[config.mk]
export PLATFORM = sky130hd
export DESIGN_NAME = ahb_resp_mux_flat
export DESIGN_NICKNAME = d
export VERILOG_FILES = /design/src/rtl/ahb_pkg.sv /design/src/rtl/ahb_resp_mux_if.sv /design/src/rtl/ahb_default_slave.sv /design/src/rtl/ahb_resp_mux.sv /design/src/flat_wrapper.sv
export SDC_FILE = /design/constraint.sdc
export NUM_CORES = 1
export LEC_CHECK = 0
export CAP_MARGIN = 25
export CORE_AREA = 2 2 281 283
export DETAILED_ROUTE_END_ITERATION = 16
export DIE_AREA = 0 0 283 285
export PLACE_DENSITY = 0.35
export RECOVER_POWER = 25
export SKIP_LAST_GASP = 1
export SYNTH_ARGS = -nofsm -noshare
export SYNTH_HDL_FRONTEND = slang
export SYNTH_SLANG_ARGS = --single-unit
[constraint.sdc]
create_clock -name HCLK -period 3 [get_ports HCLK]
set_clock_uncertainty 0.15 [all_clocks]
set_input_delay 0.6 -clock HCLK [delete_from_list [all_inputs] [get_ports HCLK]]
set_output_delay 0.6 -clock HCLK [all_outputs]
set_load 0.01 [all_outputs]
[src/rtl/ahb_pkg.sv]
// Shared AHB encodings and default-subordinate state type
// for the data-phase response mux.
package ahb_pkg;

  localparam logic [1:0] HTRANS_IDLE   = 2'b00;
  localparam logic [1:0] HTRANS_BUSY   = 2'b01;
  localparam logic [1:0] HTRANS_NONSEQ = 2'b10;
  localparam logic [1:0] HTRANS_SEQ    = 2'b11;

  localparam logic HRESP_OKAY  = 1'b0;
  localparam logic HRESP_ERROR = 1'b1;

  typedef enum logic [1:0] {
    DS_IDLE,
    DS_ERR1,
    DS_ERR2
  } ds_state_t;

endpackage

[src/rtl/ahb_resp_mux_if.sv]
// Bus bundle between the decoders/subordinates/manager and
// the response mux; the mux takes the slave view.
interface ahb_resp_mux_if #(
  parameter int NSLV    = 8,
  parameter int XLEN    = 64,
  parameter int PA_BITS = 56
);

  logic [NSLV-1:0]      HSELRegions;
  logic [1:0]           HTRANS;
  logic [PA_BITS-1:0]   HADDR;
  logic [NSLV*XLEN-1:0] HRDATAS;
  logic [NSLV-1:0]      HREADYS;
  logic [NSLV-1:0]      HRESPS;
  logic [XLEN-1:0]      HRDATA;
  logic                 HREADY;
  logic                 HRESP;
  logic                 ErrValid;
  logic [PA_BITS-1:0]   ErrAddr;
  logic                 ErrClear;

  modport slave (
    input  HSELRegions,
    input  HTRANS,
    input  HADDR,
    input  HRDATAS,
    input  HREADYS,
    input  HRESPS,
    input  ErrClear,
    output HRDATA,
    output HREADY,
    output HRESP,
    output ErrValid,
    output ErrAddr
  );

  modport master (
    output HSELRegions,
    output HTRANS,
    output HADDR,
    output HRDATAS,
    output HREADYS,
    output HRESPS,
    output ErrClear,
    input  HRDATA,
    input  HREADY,
    input  HRESP,
    input  ErrValid,
    input  ErrAddr
  );

endinterface

[src/rtl/ahb_default_slave.sv]
// Default subordinate: two-cycle ERROR for unmapped transfers.
// Optional first-error capture under AHB_ERR_CAPTURE_EN.
module ahb_default_slave
  import ahb_pkg::*;
#(
  parameter int PA_BITS = 56
) (
  input  logic               i_clk,
  input  logic               i_rst_n,
  input  logic               i_accept,
  input  logic               i_unmapped,
  input  logic [PA_BITS-1:0] i_haddr,
  input  logic               i_err_clear,
  output logic               o_hready,
  output logic               o_hresp,
  output logic               o_err_valid,
  output logic [PA_BITS-1:0] o_err_addr
);

  ds_state_t r_state;
  ds_state_t w_next;
  logic      w_err_ev;

  always_ff @(posedge i_clk) begin
    if (!i_rst_n) r_state <= DS_IDLE;
    else          r_state <= w_next;
  end

  always_comb begin
    w_next = r_state;
    unique case (r_state)
      DS_IDLE: begin
        if (i_accept && i_unmapped) w_next = DS_ERR1;
      end
      DS_ERR1: w_next = DS_ERR2;
      DS_ERR2: begin
        if (i_accept && i_unmapped) w_next = DS_ERR1;
        else                        w_next = DS_IDLE;
      end
      default: w_next = DS_IDLE;
    endcase
  end

  always_comb begin
    o_hready = 1'b1;
    o_hresp  = HRESP_OKAY;
    unique case (r_state)
      DS_IDLE: begin
        o_hready = 1'b1;
        o_hresp  = HRESP_OKAY;
      end
      DS_ERR1: begin
        o_hready = 1'b0;
        o_hresp  = HRESP_ERROR;
      end
      DS_ERR2: begin
        o_hready = 1'b1;
        o_hresp  = HRESP_ERROR;
      end
      default: begin
        o_hready = 1'b1;
        o_hresp  = HRESP_OKAY;
      end
    endcase
  end

  // ERR1 is never re-entered from ERR1, so this marks a new error
  assign w_err_ev = (w_next == DS_ERR1);

`ifdef AHB_ERR_CAPTURE_EN
  logic               r_err_valid;
  logic [PA_BITS-1:0] r_err_addr;

  always_ff @(posedge i_clk) begin
    if (!i_rst_n) begin
      r_err_valid <= 1'b0;
      r_err_addr  <= '0;
    end else if (w_err_ev && (!r_err_valid || i_err_clear)) begin
      r_err_valid <= 1'b1;
      r_err_addr  <= i_haddr;
    end else if (i_err_clear) begin
      r_err_valid <= 1'b0;
    end
  end

  assign o_err_valid = r_err_valid;
  assign o_err_addr  = r_err_addr;
`else
  logic w_unused;

  assign w_unused    = ^{i_haddr, i_err_clear, w_err_ev};
  assign o_err_valid = 1'b0;
  assign o_err_addr  = '0;
`endif

endmodule

[src/rtl/ahb_resp_mux.sv]
// AHB data-phase response mux with built-in default subordinate.
// Define AHB_ERR_CAPTURE_EN to add the unmapped-address capture regs.
module ahb_resp_mux
  import ahb_pkg::*;
#(
  parameter int NSLV    = 8,
  parameter int XLEN    = 64,
  parameter int PA_BITS = 56
) (
  input logic          HCLK,
  input logic          HRESETn,
  ahb_resp_mux_if.slave bus
);

  logic [NSLV-1:0] r_hseld;
  logic [NSLV-1:0] w_sel_pri;
  logic            w_unmapped;
  logic            w_accept;
  logic            w_ds_ready;
  logic            w_ds_resp;
  logic [XLEN-1:0] w_rdata;
  logic            w_ready;
  logic            w_resp;

  // isolate lowest set bit so multi-hot selects resolve to one slice
  assign w_sel_pri  = bus.HSELRegions
                    & (~bus.HSELRegions + NSLV'(1));
  assign w_unmapped = bus.HTRANS[1] & ~|bus.HSELRegions;
  assign w_accept   = w_ready;

  always_ff @(posedge HCLK) begin
    if (!HRESETn) begin
      r_hseld <= '0;
    end else if (w_accept) begin
      r_hseld <= bus.HTRANS[1] ? w_sel_pri : '0;
    end
  end

  always_comb begin
    w_rdata = '0;
    w_ready = w_ds_ready;
    w_resp  = w_ds_resp;
    for (int i = 0; i < NSLV; i++) begin
      if (r_hseld[i]) begin
        w_rdata = bus.HRDATAS[i*XLEN +: XLEN];
        w_ready = bus.HREADYS[i];
        w_resp  = bus.HRESPS[i];
      end
    end
  end

  assign bus.HRDATA = w_rdata;
  assign bus.HREADY = w_ready;
  assign bus.HRESP  = w_resp;

  ahb_default_slave #(
    .PA_BITS(PA_BITS)
  ) u_dflt (
    .i_clk       (HCLK),
    .i_rst_n     (HRESETn),
    .i_accept    (w_accept),
    .i_unmapped  (w_unmapped),
    .i_haddr     (bus.HADDR),
    .i_err_clear (bus.ErrClear),
    .o_hready    (w_ds_ready),
    .o_hresp     (w_ds_resp),
    .o_err_valid (bus.ErrValid),
    .o_err_addr  (bus.ErrAddr)
  );

endmodule

[src/flat_wrapper.sv]
// flat-port wrapper written by rule: the top's interface ports become plain ports
module ahb_resp_mux_flat import ahb_pkg::*;
#(
  parameter int NSLV    = 8,
  parameter int XLEN    = 64,
  parameter int PA_BITS = 56
)
  (HCLK, HRESETn, bus_HSELRegions, bus_HTRANS, bus_HADDR, bus_HRDATAS, bus_HREADYS, bus_HRESPS, bus_ErrClear, bus_HRDATA, bus_HREADY, bus_HRESP, bus_ErrValid, bus_ErrAddr);
  ahb_resp_mux_if #(.NSLV(NSLV), .XLEN(XLEN), .PA_BITS(PA_BITS)) bus_i ();
  input logic HCLK;
  input logic HRESETn;
  input wire logic [$bits(bus_i.HSELRegions)-1:0] bus_HSELRegions;
  input wire logic [$bits(bus_i.HTRANS)-1:0] bus_HTRANS;
  input wire logic [$bits(bus_i.HADDR)-1:0] bus_HADDR;
  input wire logic [$bits(bus_i.HRDATAS)-1:0] bus_HRDATAS;
  input wire logic [$bits(bus_i.HREADYS)-1:0] bus_HREADYS;
  input wire logic [$bits(bus_i.HRESPS)-1:0] bus_HRESPS;
  input wire logic [$bits(bus_i.ErrClear)-1:0] bus_ErrClear;
  output wire logic [$bits(bus_i.HRDATA)-1:0] bus_HRDATA;
  output wire logic [$bits(bus_i.HREADY)-1:0] bus_HREADY;
  output wire logic [$bits(bus_i.HRESP)-1:0] bus_HRESP;
  output wire logic [$bits(bus_i.ErrValid)-1:0] bus_ErrValid;
  output wire logic [$bits(bus_i.ErrAddr)-1:0] bus_ErrAddr;
  assign bus_i.HSELRegions = bus_HSELRegions;
  assign bus_i.HTRANS = bus_HTRANS;
  assign bus_i.HADDR = bus_HADDR;
  assign bus_i.HRDATAS = bus_HRDATAS;
  assign bus_i.HREADYS = bus_HREADYS;
  assign bus_i.HRESPS = bus_HRESPS;
  assign bus_i.ErrClear = bus_ErrClear;
  assign bus_HRDATA = bus_i.HRDATA;
  assign bus_HREADY = bus_i.HREADY;
  assign bus_HRESP = bus_i.HRESP;
  assign bus_ErrValid = bus_i.ErrValid;
  assign bus_ErrAddr = bus_i.ErrAddr;
  ahb_resp_mux #(.NSLV(NSLV), .XLEN(XLEN), .PA_BITS(PA_BITS)) u_core (.HCLK(HCLK), .HRESETn(HRESETn), .bus(bus_i));
endmodule
==> summary.md <==
| Metric | Value |
|---|---|
| Nets | 2,133 |
| Worst hold margin | 0.464 ns |
| Crit path kind | input pin to output pin |
| Tot Pwr | 1.84 mW |
| Avg WL per Cell | 18.4 um |
| Worst setup margin | -0.0167 ns |
| Synth top area cells | a221oi_1 20%, o31ai_1 17%, nor2b_1 15% |
| Max Fclk | 331 MHz |
| Antenna viol nets, final | 0 |
| CTS clk-pin slew, worst paths | 0.04 ns |
| CTS Sinks | 10 |
| Antenna violations before repair | 5 |
| First-pass DRT Iterations | 5 |
| PwrDens | 130 nW/um2 |
| Seq/Total Area, Yosys | 3.55% |
| Post-Layout Cell Count | 2,581 |
| TritonCTS clock tree | done |
| H-tree lvl count | 1 |
| Critical Path Fanout Max | 1 |
| Cell area after synthesis | 5650 um2 |
| Io pins | 720 |
| Async set-reset flop share out of synthesis | 0% |
| Synth warn | 0 |
| Total GRT Usage | 11.1% |
| CTS Buffer Depth | 2 |
| Crit-path cells | clkdlybuf4s50_1 -> a221oi_2 -> buf_4 -> o31ai_4 -> buf_4 -> a221oi_2 -> o31ai_1 -> buf_2 |
| Hold Fails Final Rpt | 0 |
| Largest net degree at the start of global routing | 67 |
| Setup_tns | -0.0254 ns |
| Vias | 9,330 |
| Main synth FF type | dfxtp_1 |
| Reg2reg setup slack | 0.34 ns |
| Initial Utilization | 7.24% |
| Post-layout min period | 3.02 ns |
| Synth Instances | 903 |
| Yosys top cell area share | 19.9% |
| Worst Path Arrival | 2.27 ns |
| Slew Limit Fails | 0 |
| Inst Count DP | 2,568 |
| CTS Root Cell | clkbuf_16 |
| Count of cell types in the netlist | 40 |
| Die Y | 285 um |
| Total Wirelength | 47,400 um |
| Failing checks | negative setup slack |
| FF+latch count, synth | 10 |
| Buffers & Inverters on Critical Path | 4 |
| Pre-CTS setup slack | -0.805 ns |
| Initial DRC Count | 387 |
| Core ar. | 78,000 um2 |
| Area Overhead vs Synth | 151% |
| Number of synthesized flops with an enable pin | 0 |
| Util after Layout | 18.2% |
| Top-count cell post-synth | a21oi_1 |
| Status | complete, but fails checks |
| Clock latency at the later pin of the worst-skew pair | 0.24 ns |
| Layout cells sized above 1 | 17.8% |
| Lkg Pwr | 5.12 nW |
| Die Area | 80,700 um2 |
| Period Utilization, post-route | 101% |
| RSZ-0062 raised after global routing | yes |
| Placer Congestion | 0.865 |
| Crit path max-delay family | buffers and inverters |
| # hold bufs at CTS | 0 |
| HP Class | register to register |
| CP peak stage delay | 0.49 ns |
| Residual DRC | 0 |
| Area leader, netlist | a221oi_1 |
| Final HPWL DP | 38,800 um |
| Cell Rows | 103 |
| Die Width | 283 um |
| Grt ovf | 0 |
| Final Cell Area | 14,200 um2 |
| Setup violators final | 2 |
| Critical-path top delay cell | clkdlybuf4s50_1 |
| Num CTS Buffers | 3 |
| First-pass GRT wire length | 67,600 um |
| Vias in the first global route | 9,835 |
| Dpl cell area | 13,600 um2 |
| PortBufs | 604 |
| Commonest cells in the netlist | 139 x a21oi_1, 134 x nor2b_1, 129 x o31ai_1 |
| Synthesized area per cell | 6.25 um2 |
| Critical Path Source Type | input pin |
| Peak VDD IR | 0.0792 mV |
| Vias per cell | 3.61 |
| CP Capture Type | output pin |
| Maxcap violations | 0 |
| Worst EP required | 2.25 ns |
final timing paths:
path                          start                       end  cells after the start
hold / removal    u_core.r_hseld[0]         u_core.r_hseld[0]                      3
setup reg to reg  u_core.r_hseld[1]  u_core.u_dflt.r_state[0]                     10
hold reg to reg   u_core.r_hseld[0]         u_core.r_hseld[0]                      3
setup / recovery    bus_HRDATAS[75]            bus_HRDATA[11]                      8
worst reg2reg max path, delay by kind of cell, from the launching register on:
family | cells | cell delay (ns)
buffers and inverters | 5 | 0.92
AO/OA/AOI/OAI | 2 | 0.53
AND/OR/NAND/NOR | 2 | 0.41
flip-flops | 1 | 0.36
multiplexers | 1 | 0.21
metal layers:
layer / vias up / part of all wire (%) / global-route usage (%)
li1: 4539 / - / -
met1: 4346 / 42 / 13.7
met2: 403 / 50 / 19.9
met3: 40 / 5.9 / 2.10
met4: 2 / 2.1 / 2.18
met5: - / 0.023 / 0
final cells by class:
cell class / count / area (um2)
fill: 8838 / 63800
timing repair buffer: 730 / 7170
inverter: 73 / 274
sequential: 10 / 228
multi-input combinational: 713 / 5100
antenna: 1 / 2.50
clock buffer: 4 / 78.8
tap: 1050 / 1310
power breakdown:
group          leakage [nW]  switching (mW)  internal (mW)
Combinational          4.99           0.517          0.950
Clock                0.0382          0.0629          0.178
Sequential           0.0868         0.00361          0.130
Total                  5.12           0.584           1.26
logic make-up (layout without fill, tap and decap cells):
kind of cell	Yosys count	in the layout	share of synthesized area (%)
buffers and inverters	236	807	19.9
adders and majority gates	5	5	1.11
muxes	3	3	0.554
and+or+nand+nor	231	231	22.6
DFF	10	10	3.55
other	1	58	0.0664
AOI/OAI and AO/OA	417	417	52.2
sequential cells by signal (all words and copies together) (netlist names):
signal / cells
u_core.r_hseld: 8
u_core.u_dflt.r_state: 2
cell usage in the layout (no fill, tap or decap), drive strengths merged, types with 10 or more instances in the layout:
cell           count
a21oi            139
a221oi           128
buf              149
clkbuf            26
clkdlybuf4s50    534
conb              57
dfxtp             10
dlygate4sd2       16
inv               72
nand2             71
nor2b            134
o31ai            129
timing repair:
item / CTS / global route
pin swaps: 52 / 60
setup endpoints to repair: 66 / 66
buffers inserted: 9 / 5
gates cloned: 2 / 0
resized for setup: 218 / 113
No activity file was read; power rests on OpenSTA's default activity.
